--- src/rtl/result_drain_pkg.sv ---
// rtl/result_drain_pkg.sv - shared field offsets, FSM encoding and helpers for result_drain
// Purpose: one place for the InexRecur word layout, the state word bit positions,
//          default sizing and the drain FSM encoding, so the top and the bench agree.
// Ports:   none (package).
package result_drain_pkg;

  localparam int DEF_ADDR_W     = 12;
  localparam int DEF_FIFO_DEPTH = 4;

  // InexRecur word: {i[31:24], z[23:16], k[15:8], l[7:0]}
  localparam int I_MSB = 31;
  localparam int I_LSB = 24;
  localparam int Z_MSB = 23;
  localparam int Z_LSB = 16;
  localparam int K_MSB = 15;
  localparam int K_LSB = 8;
  localparam int L_MSB = 7;
  localparam int L_LSB = 0;

  // State word: [17]=entry valid, [16]=hit, [4:0]=position
  localparam int ST_VALID   = 17;
  localparam int ST_HIT     = 16;
  localparam int ST_POS_MSB = 4;
  localparam int ST_POS_LSB = 0;

  typedef enum logic [1:0] {
    S_IDLE  = 2'd0,
    S_SCAN  = 2'd1,
    S_FLUSH = 2'd2,
    S_DONE  = 2'd3
  } drain_state_e;

  // An SA interval is non-empty when its lower bound does not exceed the upper bound.
  function automatic logic interval_ok(input logic [7:0] k, input logic [7:0] l);
    return k <= l;
  endfunction

endpackage

--- src/rtl/result_fifo.sv ---
// rtl/result_fifo.sv - synchronous result FIFO holding {addr,k,l} records
// Purpose: small power-of-two FIFO between the filter and the result stream.
// Ports:   clk, rst_n      clock, async active-low reset (empties FIFO, zeroes storage)
//          push_i, data_i  write request and record (ignored when full)
//          pop_i, data_o   read request (ignored when empty) and head record
//          full_o, empty_o, count_o  occupancy status
module result_fifo #(
  parameter int WIDTH = 28,
  parameter int DEPTH = 4
) (
  input  logic                     clk,
  input  logic                     rst_n,
  input  logic                     push_i,
  input  logic [WIDTH-1:0]         data_i,
  input  logic                     pop_i,
  output logic [WIDTH-1:0]         data_o,
  output logic                     full_o,
  output logic                     empty_o,
  output logic [$clog2(DEPTH):0]   count_o
);

  localparam int PTR_W = $clog2(DEPTH);

  logic [WIDTH-1:0] mem_q [DEPTH];
  logic [PTR_W-1:0] wr_ptr_q;
  logic [PTR_W-1:0] rd_ptr_q;
  logic [PTR_W:0]   count_q;
  logic             do_push;
  logic             do_pop;

  assign do_push = push_i && !full_o;
  assign do_pop  = pop_i && !empty_o;

  // Pointers wrap naturally because DEPTH is a power of two.
  always_ff @(posedge clk or negedge rst_n) begin
    if (!rst_n) begin
      wr_ptr_q <= '0;
      rd_ptr_q <= '0;
      count_q  <= '0;
      for (int i = 0; i < DEPTH; i++) mem_q[i] <= '0;
    end else begin
      if (do_push) begin
        mem_q[wr_ptr_q] <= data_i;
        wr_ptr_q        <= wr_ptr_q + PTR_W'(1);
      end
      if (do_pop) rd_ptr_q <= rd_ptr_q + PTR_W'(1);
      case ({do_push, do_pop})
        2'b10:   count_q <= count_q + (PTR_W+1)'(1);
        2'b01:   count_q <= count_q - (PTR_W+1)'(1);
        default: count_q <= count_q;
      endcase
    end
  end

  assign data_o  = mem_q[rd_ptr_q];
  assign full_o  = (count_q == (PTR_W+1)'(DEPTH));
  assign empty_o = (count_q == '0);
  assign count_o = count_q;

endmodule

--- src/rtl/result_drain.sv ---
// rtl/result_drain.sv - post-search scan of the regfiles, filtering hits into a result stream
// Purpose: on a finish edge, read entries 0..num_entries-1 of InexRecur/state, keep valid
//          hits with k <= l, and stream {addr,k,l} out through result_fifo.
// Ports:   clk, rst_n                      clock, async active-low reset
//          is_finish_i, num_entries_i      scan trigger (rising edge) and entry count
//          re_reg_*_ran_o, r_reg_*_addr_o  paired random-read enable/address (1-cycle latency)
//          InexRecur_data_i, state_data_i  read data returned the cycle after a read
//          res_valid_o/res_ready_i, res_addr_o/res_k_o/res_l_o  result stream
//          hit_count_o, busy_o, done_o     status: pushes this scan, port ownership, end pulse
module result_drain
  import result_drain_pkg::*;
#(
  parameter int ADDR_W     = DEF_ADDR_W,
  parameter int FIFO_DEPTH = DEF_FIFO_DEPTH
) (
  input  logic              clk,
  input  logic              rst_n,
  input  logic              is_finish_i,
  input  logic [ADDR_W:0]   num_entries_i,
  output logic              re_reg_InexRecur_ran_o,
  output logic [ADDR_W-1:0] r_reg_InexRecur_addr_o,
  input  logic [31:0]       InexRecur_data_i,
  output logic              re_reg_state_ran_o,
  output logic [ADDR_W-1:0] r_reg_state_addr_o,
  input  logic [17:0]       state_data_i,
  output logic              res_valid_o,
  input  logic              res_ready_i,
  output logic [ADDR_W-1:0] res_addr_o,
  output logic [7:0]        res_k_o,
  output logic [7:0]        res_l_o,
  output logic [ADDR_W:0]   hit_count_o,
  output logic              busy_o,
  output logic              done_o
);

  localparam int CW    = ADDR_W + 1;
  localparam int RES_W = ADDR_W + 16;
  localparam int CNT_W = $clog2(FIFO_DEPTH) + 1;

  drain_state_e      state_q, state_d;
  logic              fin_q;
  logic [CW-1:0]     num_q, num_d;
  logic [CW-1:0]     nxt_q, nxt_d;      // next address to issue; 13 bits so 4096 never wraps
  logic              re_q, re_d;
  logic [ADDR_W-1:0] raddr_q, raddr_d;
  logic              chk_q;             // read data is on the inputs this cycle
  logic [ADDR_W-1:0] chk_addr_q;
  logic [CW-1:0]     hit_q, hit_d;
  logic              busy_q, busy_d;
  logic              done_q, done_d;

  logic [7:0]        k_w, l_w;
  logic              push, pop;
  logic              fifo_full, fifo_empty;
  logic [CNT_W-1:0]  fifo_count, count_nx;
  logic [RES_W-1:0]  head;
  logic              unused_fields;

  assign k_w  = InexRecur_data_i[K_MSB:K_LSB];
  assign l_w  = InexRecur_data_i[L_MSB:L_LSB];
  assign push = chk_q && state_data_i[ST_VALID] && state_data_i[ST_HIT]
                && interval_ok(k_w, l_w) && !fifo_full;
  assign pop  = res_valid_o && res_ready_i;
  assign count_nx = fifo_count + CNT_W'(push) - CNT_W'(pop);

  assign unused_fields = ^{InexRecur_data_i[I_MSB:I_LSB], InexRecur_data_i[Z_MSB:Z_LSB],
                           state_data_i[ST_HIT-1:ST_POS_MSB+1],
                           state_data_i[ST_POS_MSB:ST_POS_LSB]};

  always_comb begin
    state_d = state_q;
    num_d   = num_q;
    nxt_d   = nxt_q;
    raddr_d = raddr_q;
    hit_d   = push ? hit_q + CW'(1) : hit_q;
    done_d  = 1'b0;
    re_d    = 1'b0;
    unique case (state_q)
      S_IDLE: begin
        if (is_finish_i && !fin_q) begin
          state_d = S_SCAN;
          num_d   = num_entries_i;
          nxt_d   = '0;
          hit_d   = '0;
        end
      end
      S_SCAN:  if (nxt_q == num_q && !re_q && !chk_q) state_d = S_FLUSH;
      S_FLUSH: begin
        if (fifo_empty) begin
          state_d = S_DONE;
          done_d  = 1'b1;
        end
      end
      S_DONE:  if (!is_finish_i) state_d = S_IDLE;
      default: state_d = S_IDLE;
    endcase
    // Read enable is registered, so the credit test looks one cycle ahead: the FIFO
    // occupancy after this edge plus the read whose data lands next cycle.
    if (state_d == S_SCAN && nxt_d < num_d
        && (int'(count_nx) + int'(re_q)) < FIFO_DEPTH) begin
      re_d    = 1'b1;
      raddr_d = nxt_d[ADDR_W-1:0];
      nxt_d   = nxt_d + CW'(1);
    end
    busy_d = (state_d == S_SCAN) || (state_d == S_FLUSH);
  end

  always_ff @(posedge clk or negedge rst_n) begin
    if (!rst_n) begin
      state_q    <= S_IDLE;
      fin_q      <= 1'b0;
      num_q      <= '0;
      nxt_q      <= '0;
      re_q       <= 1'b0;
      raddr_q    <= '0;
      chk_q      <= 1'b0;
      chk_addr_q <= '0;
      hit_q      <= '0;
      busy_q     <= 1'b0;
      done_q     <= 1'b0;
    end else begin
      state_q    <= state_d;
      fin_q      <= is_finish_i;
      num_q      <= num_d;
      nxt_q      <= nxt_d;
      re_q       <= re_d;
      raddr_q    <= raddr_d;
      chk_q      <= re_q;
      chk_addr_q <= raddr_q;
      hit_q      <= hit_d;
      busy_q     <= busy_d;
      done_q     <= done_d;
    end
  end

  result_fifo #(
    .WIDTH (RES_W),
    .DEPTH (FIFO_DEPTH)
  ) u_fifo (
    .clk     (clk),
    .rst_n   (rst_n),
    .push_i  (push),
    .data_i  ({chk_addr_q, k_w, l_w}),
    .pop_i   (pop),
    .data_o  (head),
    .full_o  (fifo_full),
    .empty_o (fifo_empty),
    .count_o (fifo_count)
  );

  assign re_reg_InexRecur_ran_o = re_q;
  assign re_reg_state_ran_o     = re_q;
  assign r_reg_InexRecur_addr_o = raddr_q;
  assign r_reg_state_addr_o     = raddr_q;
  assign res_valid_o            = !fifo_empty;
  assign res_addr_o             = head[RES_W-1:16];
  assign res_k_o                = head[15:8];
  assign res_l_o                = head[7:0];
  assign hit_count_o            = hit_q;
  assign busy_o                 = busy_q;
  assign done_o                 = done_q;

endmodule

--- config.mk ---
export PLATFORM = sky130hd
export DESIGN_NAME = result_drain
export DESIGN_NICKNAME = d
export VERILOG_FILES = /design/src/rtl/result_drain_pkg.sv /design/src/rtl/result_fifo.sv /design/src/rtl/result_drain.sv
export SDC_FILE = /design/constraint.sdc
export NUM_CORES = 1
export LEC_CHECK = 0
export BUFFER_PORTS_ARGS = -buffer_cell sky130_fd_sc_hd__buf_2
export CAP_MARGIN = 0
export CORE_ASPECT_RATIO = 0.7
export CORE_MARGIN = 4
export CORE_UTILIZATION = 41
export CTS_CLUSTER_DIAMETER = 80
export CTS_CLUSTER_SIZE = 40
export DETAILED_ROUTE_END_ITERATION = 7
export PLACE_DENSITY = 0.67
export SKIP_LAST_GASP = 1
export SYNTH_ARGS = -nofsm -noshare
export SYNTH_HDL_FRONTEND = slang
export SYNTH_HIERARCHICAL = 1
export SYNTH_SLANG_ARGS = --single-unit
--- constraint.sdc ---
create_clock -name clk -period 4.2 [get_ports clk]
set_clock_uncertainty 0.2 [all_clocks]
set_input_delay 0.21 -clock clk [delete_from_list [all_inputs] [get_ports clk]]
set_output_delay 0.21 -clock clk [all_outputs]
set_load 0.02 [all_outputs]
# Yosys cells after proc, flatten, opt, wreduce, memory -nomap -nowiden
# Index checks and enable logic that the tools add are counted.
[totals] in_bits=67 mem_bits_ro=0 ramBits=0 latchBits=0 n_memories=0 ff_bits=189 output_inout_bits=70
[op_classes] mux=23 n_shift=0 div=0 magnitude_cmp=6 n_mul=0 bitwise_logic=2 add_sub_neg=9 n_eq_ne=9 reduce_logical=22
[op_table] cell="$bwmux W112" count=1
[op_table] cell="$mux W13" count=8
[op_table] cell="$mux W28" count=3
[op_table] cell="$bmux W28 S2" count=1
[op_table] cell="$demux W28 S2" count=1
[op_table] cell="$add A13 B1 Y13 const B" count=2
[op_table] cell="$eq A13 B13 Y1" count=1
[op_table] cell="$logic_and A1 B1 Y1" count=13
[op_table] cell="$lt A13 B13 Y1" count=1
[op_table] cell="$eq A2 B2 Y1 const B" count=4
[op_table] cell="$le A8 B8 Y1" count=1
[op_table] cell="$mux W2" count=4
[op_table] cell="$pmux W2 S4" count=1
[op_table] cell="$eq A2 B1 Y1 const B" count=3
[op_table] cell="$ge A3 B3 Y1 const B" count=2
[op_table] cell="$not A2 Y3" count=2
[op_table] cell="$pmux W3 S2" count=1
[op_table] cell="$logic_not A1 Y1" count=5
[op_table] cell="$add A2 B1 Y2 const B" count=2
[op_table] cell="$add A3 B1 Y4" count=1
[op_table] cell="$lt A4 B3 Y1 const B" count=1
[op_table] cell="$add A3 B1 Y3" count=1
[op_table] cell="$add A3 B1 Y3 const B" count=1
[op_table] cell="$eq A3 B3 Y1 const B" count=1
[op_table] cell="8 further kinds" count=10

# Longest topological paths before layout
[logic_depth] word_depth=10 depth_mapped=18

# Modules after synthesis
# The synthesis kept the hierarchy.
[modules_own_cells] module="result_fifo" n_inst=1 seq_area_each_um2=2977.9 cells_each=306 area_per_inst_um2=5316.3
[modules_own_cells] module="result_drain" n_inst=1 seq_area_each_um2=1751.7 cells_each=388 area_per_inst_um2=3768.6

# Worst setup path before layout
# Ideal clock, no wire load.
[synth_timing] path_kind="input -> register" from="in InexRecur_data_i[5]" to="reg nxt_q[11]" t_required_ps=3921 path_slack_ps=412 arrival_time_ps=3509 cell_stages=18 n_path_buf=2 setup_time_ps=79 path_cell_list="inv_1 ha_1 a21o_1 nand3_1 a21oi_1 or3_1 buf_2 clkinv_1 ha_1 inv_1 fa_1 xnor2_1 xnor2_1 a211o_1 o21bai_2 buf_6 nor4_2 xor2_1"
[synth_between] elab_chain_len=9
[synth_rtl] element="start, declared" line="result_drain.sv:22" text="input logic [31:0] InexRecur_data_i,"
[synth_rtl] element="$le A8 B8 Y1" line="result_drain_pkg.sv:35" text="return k <= l;"
[synth_rtl] element="$logic_and A1 B1 Y1 (2 in a row)" line="result_drain.sv:62" text="&& interval_ok(k_w, l_w) && !fifo_full;"
[synth_rtl] element="via push" line="result_drain.sv:53" text="logic push, pop;"
[synth_rtl] element="$add A3 B1 Y3" line="result_drain.sv:64" text="assign count_nx = fifo_count + CNT_W'(push) - CNT_W'(pop);"
[synth_rtl] element="$sub A3 B1 Y3" line="result_drain.sv:64"
[synth_rtl] element="$add A3 B1 Y4" line="result_drain.sv:100" text="&& (int'(count_nx) + int'(re_q)) < FIFO_DEPTH) begin"
[synth_rtl] element="$lt A4 B3 Y1" line="result_drain.sv:100"
[synth_rtl] element="$logic_and A1 B1 Y1" line="result_drain.sv:100"
[synth_rtl] element="$mux W13" line="result_drain.sv:99" text="if (state_d == S_SCAN && nxt_d < num_d"
[synth_rtl] element="via nxt_d[11]" line="result_drain.sv:43" text="logic [CW-1:0] nxt_q, nxt_d;"
[synth_rtl] element="end signal, assigned" line="result_drain.sv:125" text="nxt_q <= nxt_d;"
[synth_rtl] element="end, declared" line="result_drain.sv:43"
# The timed path passes the listed nets, and every way through them passes these cells.
# A chain may end at the register's enable or synchronous reset.

# Worst setup path in the final report
[layout_timing] from="in InexRecur_data_i[7]" to="reg nxt_q[9]"
# Same word-level chain as after synthesis.

==> results by group <==
Outcome
  – Status: finished, final reports clean

CTS
  – CTS tree: done
  – Clock Latency Late Sink: roughly 0.43 ns
  – Clock sink total: roughly 190
  – Reg clk slew, reported paths: ~0.070 ns
  – H-Tree Depth: 4
  – CTS Buf Count: 17
  – Clock root cell: clkbuf_16
  – Clk buf depth: 2
  – Setup bufs post-CTS: 0

Setup path
  – Worst endpoint required time: 4.35 ns
  – Critical path fanouts, max: 11
  – Crit path DAT: just over 4 ns
  – Worst setup path category: in2reg
  – Setup crit end kind: flop
  – Critical path launch point type: primary input

Timing
  – Hold Vio Cnt, Final: 0
  – Tmin final: about 4.0 ns
  – Fmax: roughly 250 MHz
  – Worst slew pin tran: 0.8342 ns
  – Endpoints failing setup: 0
  – Min Hold Slack: 0.1071 ns
  – Worst slew margin: 0.4439
  – Final Cycle Share: 0.9521
  – Max Slew Vio Count: 0

Power
  – VDD IR max: 0.0003495 V
  – Cell leakage power: roughly 0.0053 µW
  – Pwr dens: between 500 and 600 nW/µm²

Global routing
  – Total global-route track usage: 0.1697
  – First-pass GRT wire length: 32550 µm
  – Initial antenna violation count: 0
  – Largest net degree at the start of global routing: 86
  – Vias in the first global route: between 5000 and 6000
  – Total grt overflow: 0

Synthesis
  – Yosys top cell by area: dfrtp_1
  – Dominant cells by area after synthesis: dfrtp_1 52%, mux2_2 14%, mux4_2 6.9%, ha_1 4.1%, nand2_1 2.7%
  – Syn Nets: 793
  – Mapped Area: 9085 µm²
  – Yosys cell types: 53
  – Post-synth EDFFs: 0
  – Sequential area share after synthesis: 0.5206
  – Ys async rst share: 1.000
  – Mapped Avg Cell Area: about 13 µm²
  – Yosys warning count: 6
  – Synthesized instance count: 694
  – Synthesized flop and latch total: approximately 190
  – Synth top area share: 0.5206
  – Ys flop type: dfrtp_1

Routing
  – Iter 0 DRT Violations: approximately 380
  – First drt pass iteration count: 4
  – Routed wire length: 20070 µm
  – Vias: 5808
  – Residual DRC: 0
  – Wire length per cell: between 15 and 20 µm
  – Post-DRT Antenna Nets: 0
  – Vias per std cell: just over 5

Cells and area
  – P&R area growth vs syn: 18.79%
  – Final Net Count: between 900 and 1000
  – Register area: ~4700 µm²
  – Share of layout cells above drive strength 1: 0.3795
  – Area of the multi-input gates: 3968 µm²
  – Inserted Diodes: 0
  – FILL cells: around 1900
  – Util after Layout: 0.4965

Floorplanning
  – # IOs: between 100 and 150
  – CORE AREA: between 20000 and 25000 µm²
  – Initial Util: 0.4180
  – Full die area: 24640 µm²
  – Row count: 45
  – Die Y-Extent: about 130 µm
  – Die X: 185.9 µm

Placed design
  – Hpwl dp: between 10000 and 15000 µm
  – Port buffer count: 104
  – GP Congestion: 0.8194

Hold path
  – Min-Delay Path Class: in2reg

Run
  – Max-cap violations: 0
-- kinds of logic (layout without fill, tap and decap cells) --
family / count (synthesis) / count (layout) / synth area share
AND/OR/NAND/NOR: 163 / 163 / 0.09531
flip-flops: 189 / 189 / 0.5206
AO/OA/AOI/OAI: 45 / 45 / 0.03168
XOR/XNOR: 34 / 34 / 0.03278
buffers and inverters: 80 / 224 / 0.04682
multiplexers: 151 / 151 / 0.2271
adder cells (fa/ha/maj): 32 / 32 / 0.04572
-- worst max-delay path, cell delays in order --
cell and delay (ns):
dlygate4sd3_1 0.53, buf_2 0.14, inv_1 0.05, ha_1 0.30, nand4_1 0.15, nor2_2 0.17
a21oi_2 0.10, or3_1 0.42, clkinv_1 0.08, ha_1 0.13, inv_1 0.05, fa_1 0.37
xnor2_1 0.14, xnor2_1 0.14, a211o_1 0.31, o21bai_4 0.22, buf_6 0.18, nor4_2 0.29
xor2_1 0.18
-- layout make-up --
type                       count  share of cell area
multi-input combinational    425              0.3677
clock inverter                13             0.01438
sequential                   189              0.4385
inverter                      43             0.01496
tap                          282             0.03270
timing repair buffer         150             0.09206
clock buffer                  18             0.03977
-- sequential cells by signal (all words and copies together) (netlist names), 2 cells and up --
name and cells:
state_q 2, u_fifo/wr_ptr_q 2, u_fifo/rd_ptr_q 2, num_q 13, nxt_q 13, chk_addr_q 12
r_reg_InexRecur_addr_o 12, u_fifo/mem_q 112, hit_count_o 13, u_fifo/count_o 3
-- cell usage after synthesis (4+ instances only) --
master	number
o21ai_0	12
xor2_1	9
a21oi_1	15
nor2_1	21
mux2_2	109
ha_1	30
xnor2_1	25
nor4_1	4
buf_2	7
nor3_1	5
nand4_1	9
buf_6	9
buf_4	13
nand2_1	66
or4_1	4
mux4_2	28
clkbuf_1	7
and2_1	16
dfrtp_1	189
mux2_4	13
inv_1	42
nor2_4	4
nand3_1	10
-- report_power, final --
part | switching, µW | total (µW) | internal, µW
logic | 926 | 1850 | 924
registers | 404 | 2570 | 2170
clock network | 735 | 1630 | 893
total | 2070 | 6050 | 3980
-- routing by layer --
layer,vias up,wire (µm),track usage
met5,-,0,0
met4,0,150,0.03479
met3,12,979,0.04177
met2,128,8658,0.2336
met1,2967,10280,0.2713
li1,2701,-,-
-- cell usage in the layout, fill, tap and decap left out, drive strengths merged, types with 15 or more instances in the layout --
master       count
clkbuf          19
xnor2           25
buf            118
mux2           122
dfrtp          189
and2            19
nand2           66
nor2            25
dlygate4sd3     31
a21oi           15
ha              30
inv             49
mux4            28
-- repair_timing --
action	4_1_cts	5_1_grt
hold endpoints to repair	149	0
hold buffers	31	0
gates resized for setup	0	7
setup endpoints to repair	0	10
-- stage by stage --
step	TNS, ns	std cells	total power (µW)	setup WS, ns	cell area (µm²)
floorplan	0	694	3887	0.4118	9085
global placement	0	1058	4371	0.2525	9864
detailed placement	0	1058	4418	0.2083	9864
CTS	0	1120	6094	0.1114	10760
global route	-0.04190	1120	6452	-0.04190	10790
finish	0	1120	6047	0.2010	10790
-- final timing paths --
path	startpoint	endpoint	slack (ns)	depth (start not counted)
max	InexRecur_data_i[7]	nxt_q[9]$_DFF_PN0_	0.20	19
min	state_data_i[16]	hit_count_o[2]$_DFF_PN0_	0.11	5
max reg2reg	state_q[0]$_DFF_PN0_	nxt_q[7]$_DFF_PN0_	0.43	11
min reg2reg	r_reg_InexRecur_addr_o[4]$_DFFE_PN0P_	chk_addr_q[4]$_DFF_PN0_	0.24	0
max in group asynchronous	rst_n	u_fifo/mem_q[110]$_DFFE_PN0P_	2.79	3
min in group asynchronous	rst_n	hit_count_o[2]$_DFF_PN0_	0.14	2
Power figures use the tool's default switching activity.
